$ cat config.mk
export PLATFORM = sky130hd
export DESIGN_NAME = fbrc_seq_ctrl_flat
export DESIGN_NICKNAME = d
export VERILOG_FILES = /design/src/rtl/fbrc_seq_ctrl_pkg.sv /design/src/rtl/fbrc_seq_ctrl_if.sv /design/src/rtl/fbrc_seq_ctrl_rr_arb.sv /design/src/rtl/fbrc_seq_ctrl.sv /design/src/flat_wrapper.sv
export SDC_FILE = /design/constraint.sdc
export NUM_CORES = 1
export LEC_CHECK = 0
export ABC_AREA = 1
export BUFFER_PORTS_ARGS = -buffer_cell sky130_fd_sc_hd__buf_2
export CORE_MARGIN = 2
export CORE_UTILIZATION = 53
export DETAILED_ROUTE_END_ITERATION = 10
export GPL_TIMING_DRIVEN = 0
export PLACE_DENSITY_LB_ADDON = 0.1
export SLEW_MARGIN = 10
export SYNTH_ARGS = -nofsm -noshare
export SYNTH_HDL_FRONTEND = slang
export SYNTH_SLANG_ARGS = --single-unit
$ cat constraint.sdc
create_clock -name clk -period 3.88 [get_ports clk]
set_clock_uncertainty 0.2 [all_clocks]
set_input_delay 0.776 -clock clk [delete_from_list [all_inputs] [get_ports clk]]
set_output_delay 0.776 -clock clk [all_outputs]
set_load 0.005 [all_outputs]
$ cat src/rtl/fbrc_seq_ctrl_pkg.sv
// Shared types and constants for the counter run sequencer.
package fbrc_pkg;

    localparam int unsigned NREQ          = 2;
    localparam int unsigned DEFAULT_WIDTH = 4;

    typedef enum logic [1:0] {
        IDLE = 2'b00,
        RUN  = 2'b01,
        DONE = 2'b10
    } state_e;

endpackage

$ cat src/rtl/fbrc_seq_ctrl_if.sv
// Requester-side bus of the run sequencer: requests, lengths, abort and run status.
interface fbrc_seq_ctrl_if
    import fbrc_pkg::*;
#(
    parameter int unsigned WIDTH = DEFAULT_WIDTH
) ();

    logic [NREQ-1:0]  req;
    logic [WIDTH-1:0] len0;
    logic [WIDTH-1:0] len1;
    logic             abort;
    logic [NREQ-1:0]  gnt;
    logic [NREQ-1:0]  done;
    logic             busy;
    logic [WIDTH-1:0] count;

    modport master (
        output req, len0, len1, abort,
        input  gnt, done, busy, count
    );

    modport slave (
        input  req, len0, len1, abort,
        output gnt, done, busy, count
    );

endinterface

$ cat src/rtl/fbrc_seq_ctrl_rr_arb.sv
// Two-way round-robin pick; rr names the requester served last, so the other wins a tie.
module fbrc_rr_arb
    import fbrc_pkg::*;
(
    input  logic [NREQ-1:0] req_i,
    input  logic            rr_i,
    output logic [NREQ-1:0] gnt_o,
    output logic            valid_o
);

    always_comb begin
        gnt_o   = '0;
        valid_o = |req_i;
        case (req_i)
            2'b01:   gnt_o = 2'b01;
            2'b10:   gnt_o = 2'b10;
            2'b11:   gnt_o = rr_i ? 2'b01 : 2'b10;
            default: gnt_o = '0;
        endcase
    end

endmodule

$ cat src/rtl/fbrc_seq_ctrl.sv
// Run sequencer: grants the counter to one requester, counts 0..len, pulses done to the owner.
module fbrc_seq_ctrl
    import fbrc_pkg::*;
#(
    parameter int unsigned WIDTH = DEFAULT_WIDTH
) (
    input  logic          clk,
    input  logic          reset,
    fbrc_seq_ctrl_if.slave bus
);

    state_e           state_q, state_d;
    logic [NREQ-1:0]  gnt_q, gnt_d;
    logic [NREQ-1:0]  done_q, done_d;
    logic [WIDTH-1:0] count_q, count_d;
    logic [WIDTH-1:0] len_q, len_d;
    logic             rr_q, rr_d;

    logic [NREQ-1:0]  arb_gnt;
    logic             arb_valid;
    logic             at_end;

    fbrc_rr_arb u_arb (
        .req_i   (bus.req),
        .rr_i    (rr_q),
        .gnt_o   (arb_gnt),
        .valid_o (arb_valid)
    );

    assign at_end = (count_q == len_q);

    always_ff @(posedge clk or negedge reset) begin
        if (!reset) begin
            state_q <= IDLE;
            gnt_q   <= '0;
            done_q  <= '0;
            count_q <= '0;
            len_q   <= '0;
            rr_q    <= 1'b1;
        end else begin
            state_q <= state_d;
            gnt_q   <= gnt_d;
            done_q  <= done_d;
            count_q <= count_d;
            len_q   <= len_d;
            rr_q    <= rr_d;
        end
    end

    always_comb begin
        state_d = state_q;
        case (state_q)
            IDLE:    if (arb_valid) state_d = RUN;
            RUN: begin
                if (bus.abort)   state_d = IDLE;
                else if (at_end) state_d = DONE;
            end
            DONE:    state_d = IDLE;
            default: state_d = IDLE;
        endcase
    end

    // Owner is gnt_q while running and done_q during the completion cycle.
    always_comb begin
        gnt_d   = gnt_q;
        done_d  = '0;
        count_d = count_q;
        len_d   = len_q;
        rr_d    = rr_q;
        case (state_q)
            IDLE: begin
                if (arb_valid) begin
                    gnt_d   = arb_gnt;
                    count_d = '0;
                    len_d   = arb_gnt[1] ? bus.len1 : bus.len0;
                end
            end
            RUN: begin
                if (bus.abort) begin
                    gnt_d   = '0;
                    count_d = '0;
                    rr_d    = gnt_q[1];
                end else if (at_end) begin
                    gnt_d  = '0;
                    done_d = gnt_q;
                end else begin
                    count_d = count_q + WIDTH'(1);
                end
            end
            DONE: begin
                count_d = '0;
                rr_d    = done_q[1];
            end
            default: begin
                gnt_d   = '0;
                count_d = '0;
            end
        endcase
    end

    assign bus.gnt   = gnt_q;
    assign bus.done  = done_q;
    assign bus.count = count_q;
    assign bus.busy  = (state_q != IDLE);

endmodule

$ cat src/flat_wrapper.sv
// flat-port wrapper written by rule: the top's interface ports become plain ports
module fbrc_seq_ctrl_flat import fbrc_pkg::*;
#(
    parameter int unsigned WIDTH = DEFAULT_WIDTH
)
  (clk, reset, bus_req, bus_len0, bus_len1, bus_abort, bus_gnt, bus_done, bus_busy, bus_count);
  fbrc_seq_ctrl_if #(.WIDTH(WIDTH)) bus_i ();
  input  logic clk;
  input  logic reset;
  input wire logic [$bits(bus_i.req)-1:0] bus_req;
  input wire logic [$bits(bus_i.len0)-1:0] bus_len0;
  input wire logic [$bits(bus_i.len1)-1:0] bus_len1;
  input wire logic [$bits(bus_i.abort)-1:0] bus_abort;
  output wire logic [$bits(bus_i.gnt)-1:0] bus_gnt;
  output wire logic [$bits(bus_i.done)-1:0] bus_done;
  output wire logic [$bits(bus_i.busy)-1:0] bus_busy;
  output wire logic [$bits(bus_i.count)-1:0] bus_count;
  assign bus_i.req = bus_req;
  assign bus_i.len0 = bus_len0;
  assign bus_i.len1 = bus_len1;
  assign bus_i.abort = bus_abort;
  assign bus_gnt = bus_i.gnt;
  assign bus_done = bus_i.done;
  assign bus_busy = bus_i.busy;
  assign bus_count = bus_i.count;
  fbrc_seq_ctrl #(.WIDTH(WIDTH)) u_core (.clk(clk), .reset(reset), .bus(bus_i));
endmodule
* After elaboration in Yosys (flattened, before gate mapping)
Index checks and enable logic that the tools add are counted.
** Storage, ports and cells
- Output and inout port bits :: 9
- Register bits :: 15
- Word-level logic and storage cells :: 47
** Operators by class
- Add/subtract/negate cells :: 1
- Multiplexer cells :: 20
- Bitwise logic cells :: 1
- Reductions and logical operators :: 9
- Equal/unequal tests :: 10
** Operators with widths (count)
- 2-to-1 mux 2 bit :: 10
- 2-to-1 mux 4 bit :: 4
- one-hot mux 2 bit (3 select lines) :: 2
- one-hot mux 4 bit (2 select lines) :: 1
- AND reduction 2 bit :: 4
- equality test 2 bit (second input constant) :: 3
- adder 4 x 1 -> 4 bit (second input constant) :: 1
- equality test 2 x 1 -> 1 bit (second input constant) :: 2
- equality test 4 bit :: 1
- one-hot mux 2 bit (2 select lines) :: 1
- nonzero test 2 bit :: 2
- inequality test 3 x 2 -> 1 bit (second input constant) :: 1
- inequality test 3 bit (second input constant) :: 1
- AND reduction 3 bit :: 1
- logical NOT 2 bit :: 1
- inequality test 2 x 1 -> 1 bit (second input constant) :: 1
- inequality test 2 bit (second input constant) :: 1
- one-hot mux 1 bit (2 select lines) :: 1
- OR reduction 2 bit :: 1
- 2-to-1 mux 1 bit :: 1
- NOT 1 bit :: 1

* Logic depth before layout (Yosys ltp)
Gate-level depths: netlist (run 1).
- Depth after elaboration :: 4
- Mapped depth :: 9
- Gate-level depth less buffers :: 9

* By module
Synthesis (run 1) repeated with hierarchy kept, for this count alone.
** Unflattened totals
- Cell total of the unflattened synthesis :: 111
- Area total of the unflattened synthesis :: 847.1 um^2
** Modules (own cells, without submodules)
- fbrc_seq_ctrl :: times used 1, cells each 105, sequential area each 376.6 um^2, area each 819.5 um^2
- fbrc_rr_arb :: times used 1, cells each 6, sequential area each 0.0 um^2, area each 27.5 um^2

* Worst setup path after synthesis (run 1)
No wires, ideal clock.
- Path kind :: input port to flip-flop
- Start point :: input bus_req[1]
- End point :: register u_core.count_q[3], in the netlist u_core.bus.count[3]
- Setup slack :: 2289 ps
- Data arrival time :: 1274 ps
- Stages on the path :: 4
- Cell sequence :: nor2_1 -> nand2_1 -> nand4_1 -> nand2_1
** On the way
- Longest elaborated chain between the ends :: 3
** Ends and longest elaborated chain
- from (decl) :: RTL line flat_wrapper.sv:10 : input wire logic [$bits(bus_i.req)-1:0] bus_req;
- OR reduction 2 bit :: RTL line fbrc_seq_ctrl_rr_arb.sv:13 : valid_o = |req_i;
- inequality test 2 x 1 -> 1 bit (no line)
- AND reduction 2 bit (no line)
- to (signal assigned) :: RTL line fbrc_seq_ctrl.sv:44 : count_q <= count_d;
- to (decl) :: RTL line fbrc_seq_ctrl.sv:15 : logic [WIDTH-1:0] count_q, count_d;
No other way between the ends.
A chain may end at the register's enable or synchronous reset.

* Final worst setup path (run 1)
- Start point :: register u_core.state_q[0]
- End point :: output bus_busy
** On the way
- Longest elaborated chain between the ends :: 1
** Ends and longest elaborated chain
- from (decl) :: RTL line fbrc_seq_ctrl.sv:12 : state_e state_q, state_d;
- from (signal assigned) :: RTL line fbrc_seq_ctrl.sv:41 : state_q <= state_d;
- nonzero test 2 bit :: RTL line fbrc_seq_ctrl.sv:104 : assign bus.busy = (state_q != IDLE);
- to (decl) :: RTL line flat_wrapper.sv:16 : output wire logic [$bits(bus_i.busy)-1:0] bus_busy;
No other way between the ends.

==> flow_metrics.env, run 1 <==
export IMPL_status="finished clean"
export IMPL_cts_resized=0
export IMPL_clkPwrFrac=0.153
export IMPL_r2r_start="u_core.bus.count[0]$_DFFE_PN0P_"
export IMPL_netlist_area_sq_um=802
export IMPL_grt_max_degree=16
export IMPL_vias=745
export IMPL_switching_share=0.420
export IMPL_rrSetupSlack_ns=2.42
export IMPL_rows=14
export IMPL_syn_num_nets=120
export IMPL_finalMaxSlewViolations=0
export IMPL_first_iter_violations=13
export IMPL_final_setup_viol_count=0
export IMPL_netSwitchingPower_mw=0.250
export IMPL_fin_util=0.657
export IMPL_start_util=0.552
export IMPL_yosys_top_cells_area="dfrtp_1 (44%), nand2_1 (17%), inv_1 (7.5%)"
export IMPL_period_needed_ns=2.04
export IMPL_syn_area_per_cell_sq_um=7.57
export IMPL_synth_seq_cells=15
export IMPL_cts_tree="built"
export IMPL_clk_pin_slew_ns=0.09
export IMPL_cp_arrival_ns=1.06
export IMPL_hold_path_class="in2async"
export IMPL_die_x_um=42.9
export IMPL_fin_crit_sh=0.525
export IMPL_ir_drop_mv=0.293
export IMPL_routabilityCongestion=0.767
export IMPL_synth_cells=106
export IMPL_worstMarginPinSlew_ns=0.335
export IMPL_wire_per_inst_um=10.4
export IMPL_yosys_area_top_type="dfrtp_1"
export IMPL_whs_ns=0.168
export IMPL_grt_pass1_wl_mm=2.93
export IMPL_htreeDepth=1
export IMPL_place_inst=143
export IMPL_vias_per_cell=5.07
export IMPL_numCtsBuffers=3
export IMPL_fmaxAchievable_ghz=0.491
export IMPL_r2r_cells=9
export IMPL_power_density_mw_per_mm2=624
export IMPL_die_y_um=42.9
export IMPL_finalPower_mw=0.596
export IMPL_yosysWarningCount=0
export IMPL_wl_mm=1.53
export IMPL_cts_root_buf="clkbuf_4"
export IMPL_cts_hold_buf=0
export IMPL_dpl_cell_area_sq_um=927
export IMPL_first_pass_iters=4
export IMPL_fin_nets=146
export IMPL_drive_above_1_share=0.267
export IMPL_first_global_vias=710
export IMPL_num_io_pins=22
export IMPL_path_max_fanout=3
export IMPL_post_cts_buffers=0
export IMPL_critPathCaptureType="output pin"
export IMPL_track_usage=0.223
export IMPL_slew_headroom=0.777
export IMPL_p_seq_frac=0.418
export IMPL_dieArea_sq_mm=0.00184
export IMPL_drc_errors=0
export IMPL_hold_violations=0
export IMPL_antenna_cells=0
export IMPL_insertion_delay_ns=0.29
export IMPL_antenna_found_initial=0
export IMPL_fin_cells=147
export IMPL_rsz0062_at_grt="no"
export IMPL_ant_nets=0
export IMPL_required_ns=2.90
export IMPL_grt_ovfl_total=0
export IMPL_cts_buffer_depth=2
export IMPL_setup_ws_ns=1.84
export IMPL_pwr_share_comb=0.429
export IMPL_portBuffers=21
export IMPL_ys_seq_area_frac=0.470
export IMPL_reg2reg_to="u_core.bus.gnt[0]$_DFFE_PN0P_"
export IMPL_area_delta_synth_final_pct=19.0
export IMPL_p_int_mw=0.346
export IMPL_cp_start_kind="flop"
export IMPL_core_area_sq_mm=0.00145
export IMPL_hpwl_mm=1.20
export IMPL_yosys_area_top_type_share=0.437
export IMPL_finalInstanceArea_sq_um=955
export IMPL_critical_path_class="reg2out"
export IMPL_leakage_nw=0.555
export IMPL_cts_sinks=15
export IMPL_place_ws_ns=2.10
export IMPL_cap_violations=0
export IMPL_synth_cell_type_count=18
export IMPL_setup_tns_ns=0
[cells in the final DEF (no fill, tap or decap)]
master	synthesis	layout
nor2_4	3	3
o22ai_1	4	4
nand2_1	36	36
dfrtp_1	14	14
nand4_1	2	2
nor2_2	1	1
clkbuf_4	0	3
nor3_1	1	1
xnor2_1	1	1
nand3_2	1	1
buf_2	0	21
dfstp_2	1	1
clkinv_2	0	1
inv_1	16	16
nor2_1	9	9
inv_2	1	1
nand3_1	5	5
a21oi_1	1	1
nand2_2	3	3
ha_1	1	1
o21ai_0	6	6
[power by group through the flow]
stage | clock network, mW | registers [mW] | logic [mW]
global placement | 0 | 0.249 | 0.251
finish | 0.0914 | 0.249 | 0.256
detailed placement | 0 | 0.252 | 0.259
CTS | 0.0963 | 0.249 | 0.260
global route | 0.106 | 0.257 | 0.303
floorplan | 0 | 0.246 | 0.192
[routing by layer]
metal,global-route usage,share of wire
met1,0.264,0.43
met2,0.358,0.49
met3,0.0638,0.054
met4,0.131,0.019
met5,0,0
[logic make-up after synthesis]
logic type	synth area share
adder cells (fa/ha/maj)	0.0156
AND/OR/NAND/NOR	0.349
buffers and inverters	0.0796
XOR/XNOR	0.0109
AO/OA/AOI/OAI	0.0749
flip-flops	0.470
[worst max-delay path: stages, from the launching register on]
cell and delay (ns):
dfrtp_1 0.40, inv_1 0.09, nand2_1 0.12, buf_2 0.15
[state kept, by name, summed over array words and instances (netlist names)]
name and cells:
u_core.bus.count 4, u_core.len_q 4, u_core.bus.done 2, u_core.bus.gnt 2
u_core.state_q 2, u_core.rr_q 1
[cell usage after synthesis, drive strengths merged]
master / number
dfrtp: 14
nor3: 1
o21ai: 6
a21oi: 1
xnor2: 1
o22ai: 4
nand3: 6
dfstp: 1
nand2: 39
nor2: 13
nand4: 2
inv: 17
ha: 1
[how the worst max path moves through the flow]
stage / slack [ns] / endpoint / startpoint / cells past startpoint
final: 1.84 / bus_busy / u_core.state_q[0]$_DFFE_PN0P_ / 3
after detailed placement: 2.10 / u_core.len_q[1]$_DFFE_PN0P_ / bus_req[0] / 6
after global placement: 2.11 / u_core.bus.count[3]$_DFFE_PN0P_ / bus_req[1] / 5
after global routing: 1.74 / bus_busy / u_core.state_q[0]$_DFFE_PN0P_ / 3
after floorplan: 2.29 / u_core.bus.count[3]$_DFFE_PN0P_ / bus_req[1] / 4
after CTS: 1.83 / bus_busy / u_core.state_q[0]$_DFFE_PN0P_ / 3
[area by class of cell]
class                           instances  area [sq um]
Fill cell                             140           499
Sequential cell                        15           377
Multi-Input combinational cell         74           362
Timing Repair Buffer                   21           105
Inverter                               17          63.8
Clock buffer                            3          22.5
Tap cell                               16          20.0
Clock inverter                          1          5.00
Note: power is estimated with default switching activity, not from simulation.
==> inputs of run 2 (changes only) <==
--- a/config.mk
+++ b/config.mk
@@ -8,7 +8,7 @@
 export ABC_AREA = 1
 export BUFFER_PORTS_ARGS = -buffer_cell sky130_fd_sc_hd__buf_2
 export CORE_MARGIN = 2
-export CORE_UTILIZATION = 53
+export CORE_UTILIZATION = 45
 export DETAILED_ROUTE_END_ITERATION = 10
 export GPL_TIMING_DRIVEN = 0
 export PLACE_DENSITY_LB_ADDON = 0.1
==> constraint.sdc (replaced) <==
create_clock -name clk -period 1.8 [get_ports clk]
set_clock_uncertainty 0.2 [all_clocks]
set_input_delay 0.36 -clock clk [delete_from_list [all_inputs] [get_ports clk]]
set_output_delay 0.36 -clock clk [all_outputs]
set_load 0.005 [all_outputs]
==> flow_metrics.env, run 2 (same netlist as run 1, synthesis figures left out) <==
export IMPL_path_max_fanout=3
export IMPL_insertion_delay_ns=0.29
export IMPL_wl_mm=1.54
export IMPL_antenna_found_initial=0
export IMPL_cts_tree="built"
export IMPL_grt_max_degree=16
export IMPL_cts_hold_buf=1
export IMPL_drive_above_1_share=0.258
export IMPL_rsz0062_at_grt="no"
export IMPL_die_y_um=46.2
export IMPL_cp_start_kind="flop"
export IMPL_first_pass_iters=4
export IMPL_track_usage=0.175
export IMPL_fin_crit_sh=0.899
export IMPL_setup_tns_ns=0
export IMPL_slew_headroom=0.781
export IMPL_final_setup_viol_count=0
export IMPL_cts_buffer_depth=2
export IMPL_required_ns=1.24
export IMPL_layout_common_cells="nand2_1 (36), buf_2 (21), inv_1 (16)"
export IMPL_grt_ovfl_total=0
export IMPL_post_cts_buffers=0
export IMPL_status="finished clean"
export IMPL_dieArea_sq_mm=0.00214
export IMPL_cts_root_buf="clkbuf_4"
export IMPL_portBuffers=21
export IMPL_cap_violations=0
export IMPL_die_x_um=46.2
export IMPL_power_density_mw_per_mm2=1320
export IMPL_first_global_vias=648
export IMPL_mostFrequentLayoutCell="nand2_1"
export IMPL_fmaxAchievable_ghz=0.618
export IMPL_numCtsBuffers=3
export IMPL_cts_sinks=15
export IMPL_worstMarginPinSlew_ns=0.328
export IMPL_vias_per_cell=4.68
export IMPL_period_needed_ns=1.62
export IMPL_leakage_nw=0.557
export IMPL_hpwl_mm=1.23
export IMPL_core_area_sq_mm=0.00171
export IMPL_first_iter_violations=13
export IMPL_whs_ns=0.133
export IMPL_drc_errors=0
export IMPL_cp_arrival_ns=1.06
export IMPL_fin_nets=147
export IMPL_routabilityCongestion=0.764
export IMPL_wire_per_inst_um=9.82
export IMPL_hold_path_class="in2reg"
export IMPL_htreeDepth=1
export IMPL_finalPower_mw=1.29
export IMPL_hold_violations=0
export IMPL_clk_pin_slew_ns=0.09
export IMPL_antenna_cells=0
export IMPL_rows=15
export IMPL_num_io_pins=22
export IMPL_area_delta_synth_final_pct=21.5
export IMPL_critical_path_class="reg2out"
export IMPL_finalMaxSlewViolations=0
export IMPL_critPathCaptureType="output pin"
export IMPL_ir_drop_mv=0.558
export IMPL_cts_resized=0
export IMPL_start_util=0.470
export IMPL_vias=734
export IMPL_ant_nets=0
export IMPL_grt_pass1_wl_mm=2.62
[run 2: power breakdown]
| group | switching, mW | total, mW | internal [mW] |
|---|---|---|---|
| sequential | 0.0847 | 0.537 | 0.453 |
| clock | 0.112 | 0.198 | 0.0862 |
| combinational | 0.339 | 0.551 | 0.211 |
[run 2: final cells by class]
class,instances,area (sq um)
clock buffer,4,26.3
fill,180,733
inverter,17,63.8
multi-input combinational,74,362
sequential,15,377
tap,25,31.3
timing repair buffer,22,115
[run 2: path summary, 6_finish.rpt]
kind | start | to | slack [ns] | depth (start not counted)
worst min-delay path | bus_len1[1] | u_core.len_q[1]$_DFFE_PN0P_ | 0.13 | 3
worst min register to register | u_core.bus.gnt[0]$_DFFE_PN0P_ | u_core.bus.gnt[0]$_DFFE_PN0P_ | 0.31 | 2
min in group asynchronous | reset | u_core.bus.count[2]$_DFFE_PN0P_ | 0.29 | 2
max in group asynchronous | reset | u_core.rr_q$_DFFE_PN1P_ | 0.82 | 2
worst max register to register | u_core.bus.count[2]$_DFFE_PN0P_ | u_core.bus.gnt[0]$_DFFE_PN0P_ | 0.33 | 9
worst max-delay path | u_core.state_q[1]$_DFFE_PN0P_ | bus_busy | 0.18 | 3
[run 2: per-stage QoR]
stage	util	cells	setup WS, ns	area, sq um
after detailed placement	0.549	152	0.325	938
final	0.571	157	0.182	975
after CTS	0.571	157	0.176	975
after floorplan	-	106	0.474	802
after global placement	0.549	152	0.353	938
after global routing	0.571	157	0.119	975
[run 2: per-layer routing]
layer  global-route usage  share of wire  up-vias
met2                0.256           0.43       19
met3               0.0353          0.039        5
li1                     -              -      385
met5                    0              0        -
met1                0.236           0.50      325
met4                0.103          0.027        0
[run 2: worst max-delay path, stage by stage (launching register included)]
cell,delay (ns)
dfrtp_1,0.43
inv_2,0.08
nand2_1,0.11
buf_2,0.15
